### config.mk
export PLATFORM = sky130hd
export DESIGN_NAME = rc_pulse_decoder_flat
export DESIGN_NICKNAME = d
export VERILOG_FILES = /design/src/rtl/rc_pwm_pkg.sv /design/src/rtl/rc_pulse_decoder_if.sv /design/src/rtl/pulse_width_meter.sv /design/src/rtl/rc_pulse_decoder.sv /design/src/flat_wrapper.sv
export SDC_FILE = /design/constraint.sdc
export NUM_CORES = 1
export LEC_CHECK = 0
export CORE_AREA = 2 2 147 149
export DETAILED_ROUTE_END_ITERATION = 8
export DIE_AREA = 0 0 149 151
export GPL_TIMING_DRIVEN = 0
export PLACE_DENSITY_LB_ADDON = 0.08
export SETUP_SLACK_MARGIN = 0.3
export SYNTH_ARGS = -nofsm -noshare
export SYNTH_HDL_FRONTEND = slang
export SYNTH_SLANG_ARGS = --single-unit
### constraint.sdc
create_clock -name CLK -period 4.7 [get_ports CLK]
set_clock_uncertainty 0.2 [all_clocks]
set_input_delay 0.94 -clock CLK [delete_from_list [all_inputs] [get_ports CLK]]
set_output_delay 0.94 -clock CLK [all_outputs]
set_load 0.01 [all_outputs]
### src/rtl/rc_pwm_pkg.sv
// Shared definitions for the RC pulse modulator/decoder pair: direction codes,
// nominal pulse widths, window length and active-count to power-level mapping.
package rc_pwm_pkg;

  typedef enum logic [1:0] {
    DIR_FWD = 2'd0,
    DIR_NEU = 2'd1,
    DIR_REV = 2'd2,
    DIR_BAD = 2'd3
  } dir_t;

  typedef enum logic [1:0] {
    WIN_IDLE    = 2'd0,
    WIN_COLLECT = 2'd1,
    WIN_EMIT    = 2'd2
  } win_state_t;

  localparam int WIDTH_BITS    = 21;
  localparam int WINDOW_FRAMES = 24;
  localparam int FRAME_BITS    = 5;

  // Minimum active-frame count for each power level; below LVL1_MIN is level 0.
  localparam logic [FRAME_BITS-1:0] LVL1_MIN = 5'd4;
  localparam logic [FRAME_BITS-1:0] LVL2_MIN = 5'd5;
  localparam logic [FRAME_BITS-1:0] LVL3_MIN = 5'd8;
  localparam logic [FRAME_BITS-1:0] LVL4_MIN = 5'd10;
  localparam logic [FRAME_BITS-1:0] LVL5_MIN = 5'd13;
  localparam logic [FRAME_BITS-1:0] LVL6_MIN = 5'd17;
  localparam logic [FRAME_BITS-1:0] LVL7_MIN = 5'd20;

  function automatic int nom_fwd(input int clk_rate);
    return clk_rate / 1000;
  endfunction

  function automatic int nom_neu(input int clk_rate);
    return (clk_rate * 3) / 2000;
  endfunction

  function automatic int nom_rev(input int clk_rate);
    return clk_rate / 500;
  endfunction

  function automatic logic [2:0] level_of(input logic [FRAME_BITS-1:0] a);
    if (a >= LVL7_MIN) return 3'd7;
    if (a >= LVL6_MIN) return 3'd6;
    if (a >= LVL5_MIN) return 3'd5;
    if (a >= LVL4_MIN) return 3'd4;
    if (a >= LVL3_MIN) return 3'd3;
    if (a >= LVL2_MIN) return 3'd2;
    if (a >= LVL1_MIN) return 3'd1;
    return 3'd0;
  endfunction

endpackage

### src/rtl/rc_pulse_decoder_if.sv
// Result bundle of the RC pulse decoder; master drives it, slave observes it.
interface rc_pulse_decoder_if;
  import rc_pwm_pkg::*;

  logic [WIDTH_BITS-1:0] WidthOut;
  logic [1:0]            DirCode;
  logic                  PulseStb;
  logic [4:0]            ModInfo;
  logic                  Valid;
  logic                  Timeout;
  logic                  Conflict;

  modport master (output WidthOut, DirCode, PulseStb, ModInfo, Valid, Timeout, Conflict);
  modport slave  (input  WidthOut, DirCode, PulseStb, ModInfo, Valid, Timeout, Conflict);
endinterface

### src/rtl/pulse_width_meter.sv
// Synchronizes the pulse line, measures each high time and classifies it.
// Strobe lands 3 cycles after the first low sample of the pin; no backpressure.
module pulse_width_meter
  import rc_pwm_pkg::*;
#(
  parameter int CLK_RATE = 100000000,
  parameter int TOL      = 10000
) (
  input  logic                  CLK,
  input  logic                  RST,
  input  logic                  PulseIn,
  output logic [WIDTH_BITS-1:0] width,
  output dir_t                  dir,
  output logic                  stb,
  output logic                  rise
);

  localparam logic [WIDTH_BITS-1:0] F_LO    = WIDTH_BITS'(nom_fwd(CLK_RATE) - TOL);
  localparam logic [WIDTH_BITS-1:0] F_HI    = WIDTH_BITS'(nom_fwd(CLK_RATE) + TOL);
  localparam logic [WIDTH_BITS-1:0] N_LO    = WIDTH_BITS'(nom_neu(CLK_RATE) - TOL);
  localparam logic [WIDTH_BITS-1:0] N_HI    = WIDTH_BITS'(nom_neu(CLK_RATE) + TOL);
  localparam logic [WIDTH_BITS-1:0] R_LO    = WIDTH_BITS'(nom_rev(CLK_RATE) - TOL);
  localparam logic [WIDTH_BITS-1:0] R_HI    = WIDTH_BITS'(nom_rev(CLK_RATE) + TOL);
  localparam logic [WIDTH_BITS-1:0] CNT_MAX = {WIDTH_BITS{1'b1}};

  logic                  sync1, sync2, line_q;
  logic                  rise_d, fall_d, fall_q;
  logic                  armed;
  logic [WIDTH_BITS-1:0] cnt;

  function automatic dir_t classify(input logic [WIDTH_BITS-1:0] w);
    if (w == CNT_MAX)             return DIR_BAD;
    if (w >= F_LO && w <= F_HI)   return DIR_FWD;
    if (w >= N_LO && w <= N_HI)   return DIR_NEU;
    if (w >= R_LO && w <= R_HI)   return DIR_REV;
    return DIR_BAD;
  endfunction

  assign rise_d = sync2 & ~line_q;
  assign fall_d = ~sync2 & line_q;

  // Line history resets high so a pulse in progress at reset release never looks like a rise.
  always_ff @(posedge CLK or posedge RST) begin
    if (RST) begin
      sync1  <= 1'b1;
      sync2  <= 1'b1;
      line_q <= 1'b1;
      rise   <= 1'b0;
      fall_q <= 1'b0;
      armed  <= 1'b0;
      cnt    <= '0;
      width  <= '0;
      dir    <= DIR_NEU;
      stb    <= 1'b0;
    end else begin
      sync1  <= PulseIn;
      sync2  <= sync1;
      line_q <= sync2;
      rise   <= rise_d;
      fall_q <= fall_d & armed;
      armed  <= armed | rise_d;
      if (rise_d)
        cnt <= {{(WIDTH_BITS-1){1'b0}}, 1'b1};
      else if (sync2 && cnt != CNT_MAX)
        cnt <= cnt + {{(WIDTH_BITS-1){1'b0}}, 1'b1};
      stb <= fall_q;
      if (fall_q) begin
        width <= cnt;
        dir   <= classify(cnt);
      end
    end
  end

endmodule

### src/rtl/rc_pulse_decoder.sv
// Recovers the 5-bit ModInfo word from 24-frame windows of classified pulses, with line timeout.
// ModInfo/Valid follow the closing pulse strobe by 2 cycles; no backpressure.
module rc_pulse_decoder
  import rc_pwm_pkg::*;
#(
  parameter int CLK_RATE    = 100000000,
  parameter int TOL         = 10000,
  parameter int TIMEOUT_CYC = CLK_RATE / 20
) (
  input  logic                CLK,
  input  logic                RST,
  input  logic                PulseIn,
  rc_pulse_decoder_if.master  bus
);

  localparam int                    TMO_BITS = $clog2(TIMEOUT_CYC + 1);
  localparam logic [TMO_BITS-1:0]   TMO_LAST = TMO_BITS'(TIMEOUT_CYC - 1);

  dir_t                  pdir;
  logic                  pstb, prise, is_act, fresh;
  logic [WIDTH_BITS-1:0] pwidth;

  win_state_t            state_q, state_d;
  logic [FRAME_BITS-1:0] frm_q, frm_d, act_q, act_d;
  logic                  saw_f_q, saw_f_d, saw_r_q, saw_r_d;
  logic [4:0]            mod_q, mod_d;
  logic                  conf_q, conf_d, valid_q, valid_d, timeout_q, timeout_d;
  logic [TMO_BITS-1:0]   tmo_q, tmo_d;

  pulse_width_meter #(.CLK_RATE(CLK_RATE), .TOL(TOL)) u_meter (
    .CLK     (CLK),
    .RST     (RST),
    .PulseIn (PulseIn),
    .width   (pwidth),
    .dir     (pdir),
    .stb     (pstb),
    .rise    (prise)
  );

  assign is_act = (pdir == DIR_FWD) || (pdir == DIR_REV);
  assign fresh  = (state_q == WIN_IDLE);

  always_comb begin
    state_d   = state_q;
    frm_d     = frm_q;
    act_d     = act_q;
    saw_f_d   = saw_f_q;
    saw_r_d   = saw_r_q;
    mod_d     = mod_q;
    conf_d    = conf_q;
    valid_d   = 1'b0;
    tmo_d     = tmo_q;
    timeout_d = timeout_q;

    if (pstb && state_q != WIN_EMIT) begin
      frm_d   = (fresh ? '0 : frm_q) + 5'd1;
      act_d   = (fresh ? '0 : act_q) + {4'd0, is_act};
      saw_f_d = (saw_f_q & ~fresh) | (pdir == DIR_FWD);
      saw_r_d = (saw_r_q & ~fresh) | (pdir == DIR_REV);
      state_d = (frm_d == FRAME_BITS'(WINDOW_FRAMES)) ? WIN_EMIT : WIN_COLLECT;
    end

    if (state_q == WIN_EMIT) begin
      valid_d = 1'b1;
      conf_d  = saw_f_q & saw_r_q;
      mod_d   = (act_q == '0 || conf_d) ? {3'd0, DIR_NEU}
                                        : {level_of(act_q), saw_f_q ? DIR_FWD : DIR_REV};
      frm_d   = '0;
      act_d   = '0;
      saw_f_d = 1'b0;
      saw_r_d = 1'b0;
      state_d = WIN_COLLECT;
    end

    // A rise in the expiry cycle restarts the count instead of timing out.
    if (prise) begin
      tmo_d     = '0;
      timeout_d = 1'b0;
    end else if (!timeout_q) begin
      if (tmo_q == TMO_LAST) begin
        timeout_d = 1'b1;
        valid_d   = 1'b1;
        mod_d     = {3'd0, DIR_NEU};
        state_d   = WIN_IDLE;
        frm_d     = '0;
        act_d     = '0;
        saw_f_d   = 1'b0;
        saw_r_d   = 1'b0;
      end else begin
        tmo_d = tmo_q + TMO_BITS'(1);
      end
    end
  end

  always_ff @(posedge CLK or posedge RST) begin
    if (RST) begin
      state_q   <= WIN_IDLE;
      frm_q     <= '0;
      act_q     <= '0;
      saw_f_q   <= 1'b0;
      saw_r_q   <= 1'b0;
      mod_q     <= 5'b00001;
      conf_q    <= 1'b0;
      valid_q   <= 1'b0;
      tmo_q     <= '0;
      timeout_q <= 1'b0;
    end else begin
      state_q   <= state_d;
      frm_q     <= frm_d;
      act_q     <= act_d;
      saw_f_q   <= saw_f_d;
      saw_r_q   <= saw_r_d;
      mod_q     <= mod_d;
      conf_q    <= conf_d;
      valid_q   <= valid_d;
      tmo_q     <= tmo_d;
      timeout_q <= timeout_d;
    end
  end

  assign bus.WidthOut = pwidth;
  assign bus.DirCode  = pdir;
  assign bus.PulseStb = pstb;
  assign bus.ModInfo  = mod_q;
  assign bus.Valid    = valid_q;
  assign bus.Timeout  = timeout_q;
  assign bus.Conflict = conf_q;

endmodule

### src/flat_wrapper.sv
// flat-port wrapper written by rule: the top's interface ports become plain ports
module rc_pulse_decoder_flat import rc_pwm_pkg::*;
#(
  parameter int CLK_RATE    = 100000000,
  parameter int TOL         = 10000,
  parameter int TIMEOUT_CYC = CLK_RATE / 20
)
  (CLK, RST, PulseIn, bus_WidthOut, bus_DirCode, bus_PulseStb, bus_ModInfo, bus_Valid, bus_Timeout, bus_Conflict);
  rc_pulse_decoder_if bus_i ();
  input  logic CLK;
  input  logic RST;
  input  logic PulseIn;
  output wire logic [$bits(bus_i.WidthOut)-1:0] bus_WidthOut;
  output wire logic [$bits(bus_i.DirCode)-1:0] bus_DirCode;
  output wire logic [$bits(bus_i.PulseStb)-1:0] bus_PulseStb;
  output wire logic [$bits(bus_i.ModInfo)-1:0] bus_ModInfo;
  output wire logic [$bits(bus_i.Valid)-1:0] bus_Valid;
  output wire logic [$bits(bus_i.Timeout)-1:0] bus_Timeout;
  output wire logic [$bits(bus_i.Conflict)-1:0] bus_Conflict;
  assign bus_WidthOut = bus_i.WidthOut;
  assign bus_DirCode = bus_i.DirCode;
  assign bus_PulseStb = bus_i.PulseStb;
  assign bus_ModInfo = bus_i.ModInfo;
  assign bus_Valid = bus_i.Valid;
  assign bus_Timeout = bus_i.Timeout;
  assign bus_Conflict = bus_i.Conflict;
  rc_pulse_decoder #(.CLK_RATE(CLK_RATE), .TOL(TOL), .TIMEOUT_CYC(TIMEOUT_CYC)) u_core (.CLK(CLK), .RST(RST), .PulseIn(PulseIn), .bus(bus_i));
endmodule
=== After elaboration in Yosys (flattened, before gate mapping) ===
Index checks and enable logic that the tools add are counted.

* Register bits after elaboration: 96
* Bits of input ports: 3
* Output and inout port bits: 32

* $add $sub $neg: 4
* $lt $le $gt $ge: 13
* Eq/ne operators: 9
* Mux-type cells: 126
* Bitwise gates (word level): 12
* Reductions and logical operators: 12

{| class="wikitable"
|+ Operators by type and width
! operator !! count
|-
| 5-bit two-way mux || 17
|-
| 23-bit two-way mux || 3
|-
| 3-bit two-way mux || 23
|-
| 1-bit two-way mux || 66
|-
| 21-bit by 18-bit >= comparator with 1-bit output (second input constant) || 2
|-
| 21-bit by 18-bit <= comparator with 1-bit output (second input constant) || 2
|-
| 21-bit two-way mux || 2
|-
| 2-bit two-way mux || 15
|-
| 23-bit by 1-bit adder with 23-bit output (second input constant) || 1
|-
| 23-bit equality test (second input constant) || 1
|-
| 21-bit by 1-bit adder with 21-bit output (second input constant) || 1
|-
| 21-bit equality test (second input constant) || 1
|-
| 21-bit by 17-bit >= comparator with 1-bit output (second input constant) || 1
|-
| 21-bit by 17-bit <= comparator with 1-bit output (second input constant) || 1
|-
| 21-bit inequality test (second input constant) || 1
|-
| 5-bit by 4-bit >= comparator with 1-bit output (second input constant) || 3
|-
| 5-bit by 3-bit >= comparator with 1-bit output (second input constant) || 2
|-
| 5-bit >= comparator (second input constant) || 2
|-
| 1-bit AND || 6
|-
| 2-bit inequality test (second input constant) || 3
|-
| 5-bit by 1-bit adder with 5-bit output || 1
|-
| 5-bit by 1-bit adder with 5-bit output (second input constant) || 1
|-
| 5-bit equality test (second input constant) || 1
|-
| 1-bit logical AND || 5
|-
| 8 further kinds || 15
|}

=== Logic depth before layout (Yosys ltp) ===
* Depth after elaboration: 42
* Gate-level depth with buffers: 9
* Gate-level depth less buffers: 8

=== Cells and area by module ===
From an unflattened synthesis, not the netlist that was laid out.

* Cell total of the unflattened synthesis: 568
* Area, all modules: 5,380.2 µm²

{| class="wikitable"
|+ By module, submodules not included
! module !! times used !! cells an instance !! area each (µm²)
|-
| pulse_width_meter || 1 || 273 || 2,705.1
|-
| rc_pulse_decoder || 1 || 295 || 2,675.1
|}

=== Least setup slack after synthesis ===
No wires, ideal clock.

* Path kind: reg2reg
* From: register u_core.u_meter.sync2
* To: register u_core.u_meter.cnt[17]
* Arrival time: 2.163 ns
* Path slack: 2.259 ns
* Cell stages (with the launch flop): 7
* Clock period less this slack: 2.441 ns
* Cell sequence: dfstp_2 -> buf_2 -> nand4_1 -> or3_4 -> or3_4 -> or4_1 -> a21oi_1

* Longest elaborated chain between the ends: 2
* Elaborated cells on any way between the ends: 4
* Classes of those cells: mux (1); bitwise (1); reduce/logical (2)

{| class="wikitable"
|+ Ends and longest elaborated chain
! what !! line !! RTL
|-
| start, declared || pulse_width_meter.sv:26 || <nowiki>logic sync1, sync2, line_q;</nowiki>
|-
| start signal, assigned || pulse_width_meter.sv:57 || <nowiki>sync2 <= sync1;</nowiki>
|-
| 1-bit AND / 1-bit logical AND (equally long branches) || pulse_width_meter.sv:39, pulse_width_meter.sv:64 ||
|-
| 21-bit two-way mux / 2-bit nonzero test (equally long branches) || - ||
|-
| end signal, assigned || pulse_width_meter.sv:63 || <nowiki>cnt <= {{(WIDTH_BITS-1){1'b0}}, 1'b1};</nowiki>
|-
| end signal, assigned || pulse_width_meter.sv:65 || <nowiki>cnt <= cnt + {{(WIDTH_BITS-1){1'b0}}, 1'b1};</nowiki>
|-
| end, declared || pulse_width_meter.sv:29 || <nowiki>logic [WIDTH_BITS-1:0] cnt;</nowiki>
|}

Parallel ways exist; a longest one is shown, timed or not.
A chain may end at the register's enable or synchronous reset.

=== Worst setup path after layout ===
Same ends and word-level chain as after synthesis.

==> impl_results.md <==
* Worst slew margin at ~53%
* DR iter-0 viols at approximately 230
* Clk buf depth at 2
* Synth Flop Type: dfrtp_1
* Routed Antenna Nets at 0
* Clk sinks at between 90 and 100
* Die footprint at 22,500 um2
* Clock edge transition at the registers on the reported setup and hold paths at approximately 0.06 ns
* Commonest non-fill, non-tap cell in the layout: dfrtp_1
* Fillers at 2,240
* Largest cells by area after synthesis: dfrtp_1 (44%), mux2_2 (5.5%), nor2_1 (4.7%)
* Cts bufs inserted at 9
* Startpoint Class: flop
* Fin area at between 6000 and 7000 um2
* Via count at approximately 4,200
* Overall power at approximately 2.2 mW
* Final worst slack at 1.99 ns
* Multi-input logic area at approximately 2500 um2
* DRC violations left at 0
* Layout cells sized above 1 at approximately 9.7%
* Peak VDD IR at 0.199 mV
* Fin. Hold Viols at 0
* Std-Cell Rows at 53
* Placed cell count at 845
* Post-layout min period at 2.71 ns
* Number of global-route vias before repair at ~4,200
* WL final at 14,000 um
* Die width at roughly 150 um
* Max Cap Violations at 0
* Reg2reg path depth at 6
* PwrDens at around 360 nW/um2
* Share of the synthesized area in the top cell type at 44.3%
* Post-synth EDFFs at 0
* Crit Reg-Reg Endpoint: u_core.u_meter.cnt[17]
* Nets at 591
* Post-cts gate resize count at 0
* Most frequent cells in the layout: dfrtp_1 (91), nor2_1 (64), clkbuf_1 (34), clkdlybuf4s50_1 (34), nand2_1 (29)
* Crit Path Class: flop to flop
* CTS tree: done
* Ys Warns at 0
* Hold WC Path Type: flop to flop
* Crit path launch: u_core.u_meter.sync2
* N_diodes at 0
* Via density at about 5
* H-tree depth at 3
* Placeable Area at between 20,000 and 25,000 um2
* Fmax at roughly 370 MHz
* Critical Path Sink Type: flop
* IO Port Bufs at 34
* Crit path max fanout at 10
* Syn Inst Count at about 540
* First-pass GRT wire length at 23,000 um
* Register bit total from synthesis at between 90 and 100
* Syn Nets at 545
* GPL Wtd Cong at slightly below 0.9
* Worst setup path endpoint: u_core.u_meter.cnt[17]
* Die Ht at about 150 um
* Crit Reg-Reg Startpoint: u_core.u_meter.sync2
* Initial antenna violation count at 0
* Placed instance area at about 5900 um2
* Final HPWL DP at between 9000 and 10,000 um
* Fin cells at between 800 and 900
* Sequential share of the synthesized area at 46.9%
* RSZ-0062 raised after global routing: no
* Largest net degree at the start of global routing at 66
* Cell Area, Synth at between 5000 and 6000 um2
* Worst slew pin tran at between 0.7 and 0.8 ns
* Root Buffer: clkbuf_16
* Clock Latency Late Sink at about 0.35 ns
* Register area at ~2400 um2
* Fin Hold WS at 0.156 ns
* I/O pin cnt at 35
* Leakage power at between 2 and 2.5 nW
* DR WL/cell at 16.2 um
* Async S/R FF share, synth at 100%
* Final setup fails at 0
* TNS Setup at 0 ns
* Yosys top cell by area: dfrtp_1
* Status: finished, final reports clean
* Setup Fix Bufs, Post-CTS at 0
* Netlist cell types at 53
* Drt pass-1 iters at 6
* CTS Hold Bufs at 0
* Initial core utilization at roughly 25%
* Final Util at just under 30%
* Worst slack, placed at 1.96 ns
* Grt total ovfl at 0
* Syn-to-layout area delta at 19.8%
* Crit share post-route at between 50 and 60%
* Critical path arrival at 2.77 ns
* Max Slew Vio Count at 0
* Critical Path RT at between 4 and 5 ns
* Worst reg2reg setup slack at between 1.5 and 2 ns
* Total track usage at 13.2%
* Mapped Avg Cell Area at roughly 9.6 um2
[synth_stat cells, types with 13 or more instances]
library cell / count
mux2_2: 25
clkbuf_1: 31
dfrtp_1: 91
nand3_1: 21
nor3_1: 14
inv_1: 15
nand4_1: 14
a21oi_1: 27
o21ai_0: 13
nor2_1: 64
nand2_1: 29
xnor2_1: 25
[final cells by class]
| type | instances | area share, % |
|---|---|---|
| Clock buffer | 14 | 4.29 |
| Clock inverter | 2 | 0.610 |
| Buffer | 41 | 2.66 |
| Multi-Input combinational cell | 383 | 40.8 |
| Timing Repair Buffer | 35 | 5.98 |
| Inverter | 15 | 0.956 |
| Sequential cell | 96 | 39.1 |
| Tap cell | 275 | 5.59 |
[where the power goes]
group | switching [mW] | internal (mW) | total (mW)
combinational | 0.215 | 0.192 | 0.407
clock | 0.324 | 0.443 | 0.768
sequential | 0.0914 | 0.923 | 1.01
total | 0.630 | 1.56 | 2.19
[logic make-up (layout without fill, tap and decap cells)]
group	count (synthesis)	after routing	share of synthesized area, %
simple gates	219	219	22.7
compound gates	96	96	12.6
flops	96	96	46.9
buf+inv	56	107	4.29
mux	31	31	6.65
xor+xnor	30	30	5.12
fa+ha+maj	7	7	1.71
[worst min-delay path by stage]
| stage | start | slack (ns) | depth (start not counted) | endpoint |
|---|---|---|---|---|
| floorplan | u_core.u_meter.sync1 | 0.15 | 0 | u_core.u_meter.sync2 |
| global placement | u_core.u_meter.sync1 | 0.15 | 0 | u_core.u_meter.sync2 |
| detailed placement | u_core.u_meter.sync1 | 0.15 | 0 | u_core.u_meter.sync2 |
| CTS | u_core.u_meter.sync1 | 0.16 | 0 | u_core.u_meter.sync2 |
| global route | u_core.u_meter.sync1 | 0.16 | 0 | u_core.u_meter.sync2 |
| finish | u_core.u_meter.sync1 | 0.16 | 0 | u_core.u_meter.sync2 |
[routing by layer]
layer  vias up  wire [um]  GRT usage, %
li1       2022          -             -
met5         -          0             0
met2        94       6710          21.8
met3        20        566          3.07
met1      2057       6450          17.4
met4         0        257          3.43
[flip-flops by register name, indices dropped and copies added, names as in the netlist]
register	cells
u_core.bus.Valid	1
u_core.u_meter.line_q	1
u_core.u_meter.fall_q	1
u_core.u_meter.dir	2
u_core.u_meter.rise	1
u_core.act_q	5
u_core.saw_f_q	1
u_core.bus.Timeout	1
u_core.tmo_q	23
u_core.bus.Conflict	1
u_core.u_meter.armed	1
u_core.saw_r_q	1
u_core.state_q	2
u_core.u_meter.stb	1
u_core.frm_q	5
u_core.u_meter.cnt	21
u_core.u_meter.width	21
u_core.bus.ModInfo	5
u_core.u_meter.sync1	1
u_core.u_meter.sync2	1
[critical path: stages (launching register included)]
cell     delay, ns
dfstp_2       0.52
buf_2         0.24
nand4_1       0.21
or3_4         0.41
or3_4         0.42
or4_1         0.47
a21oi_1       0.15
(Power assumes the default switching activity.)
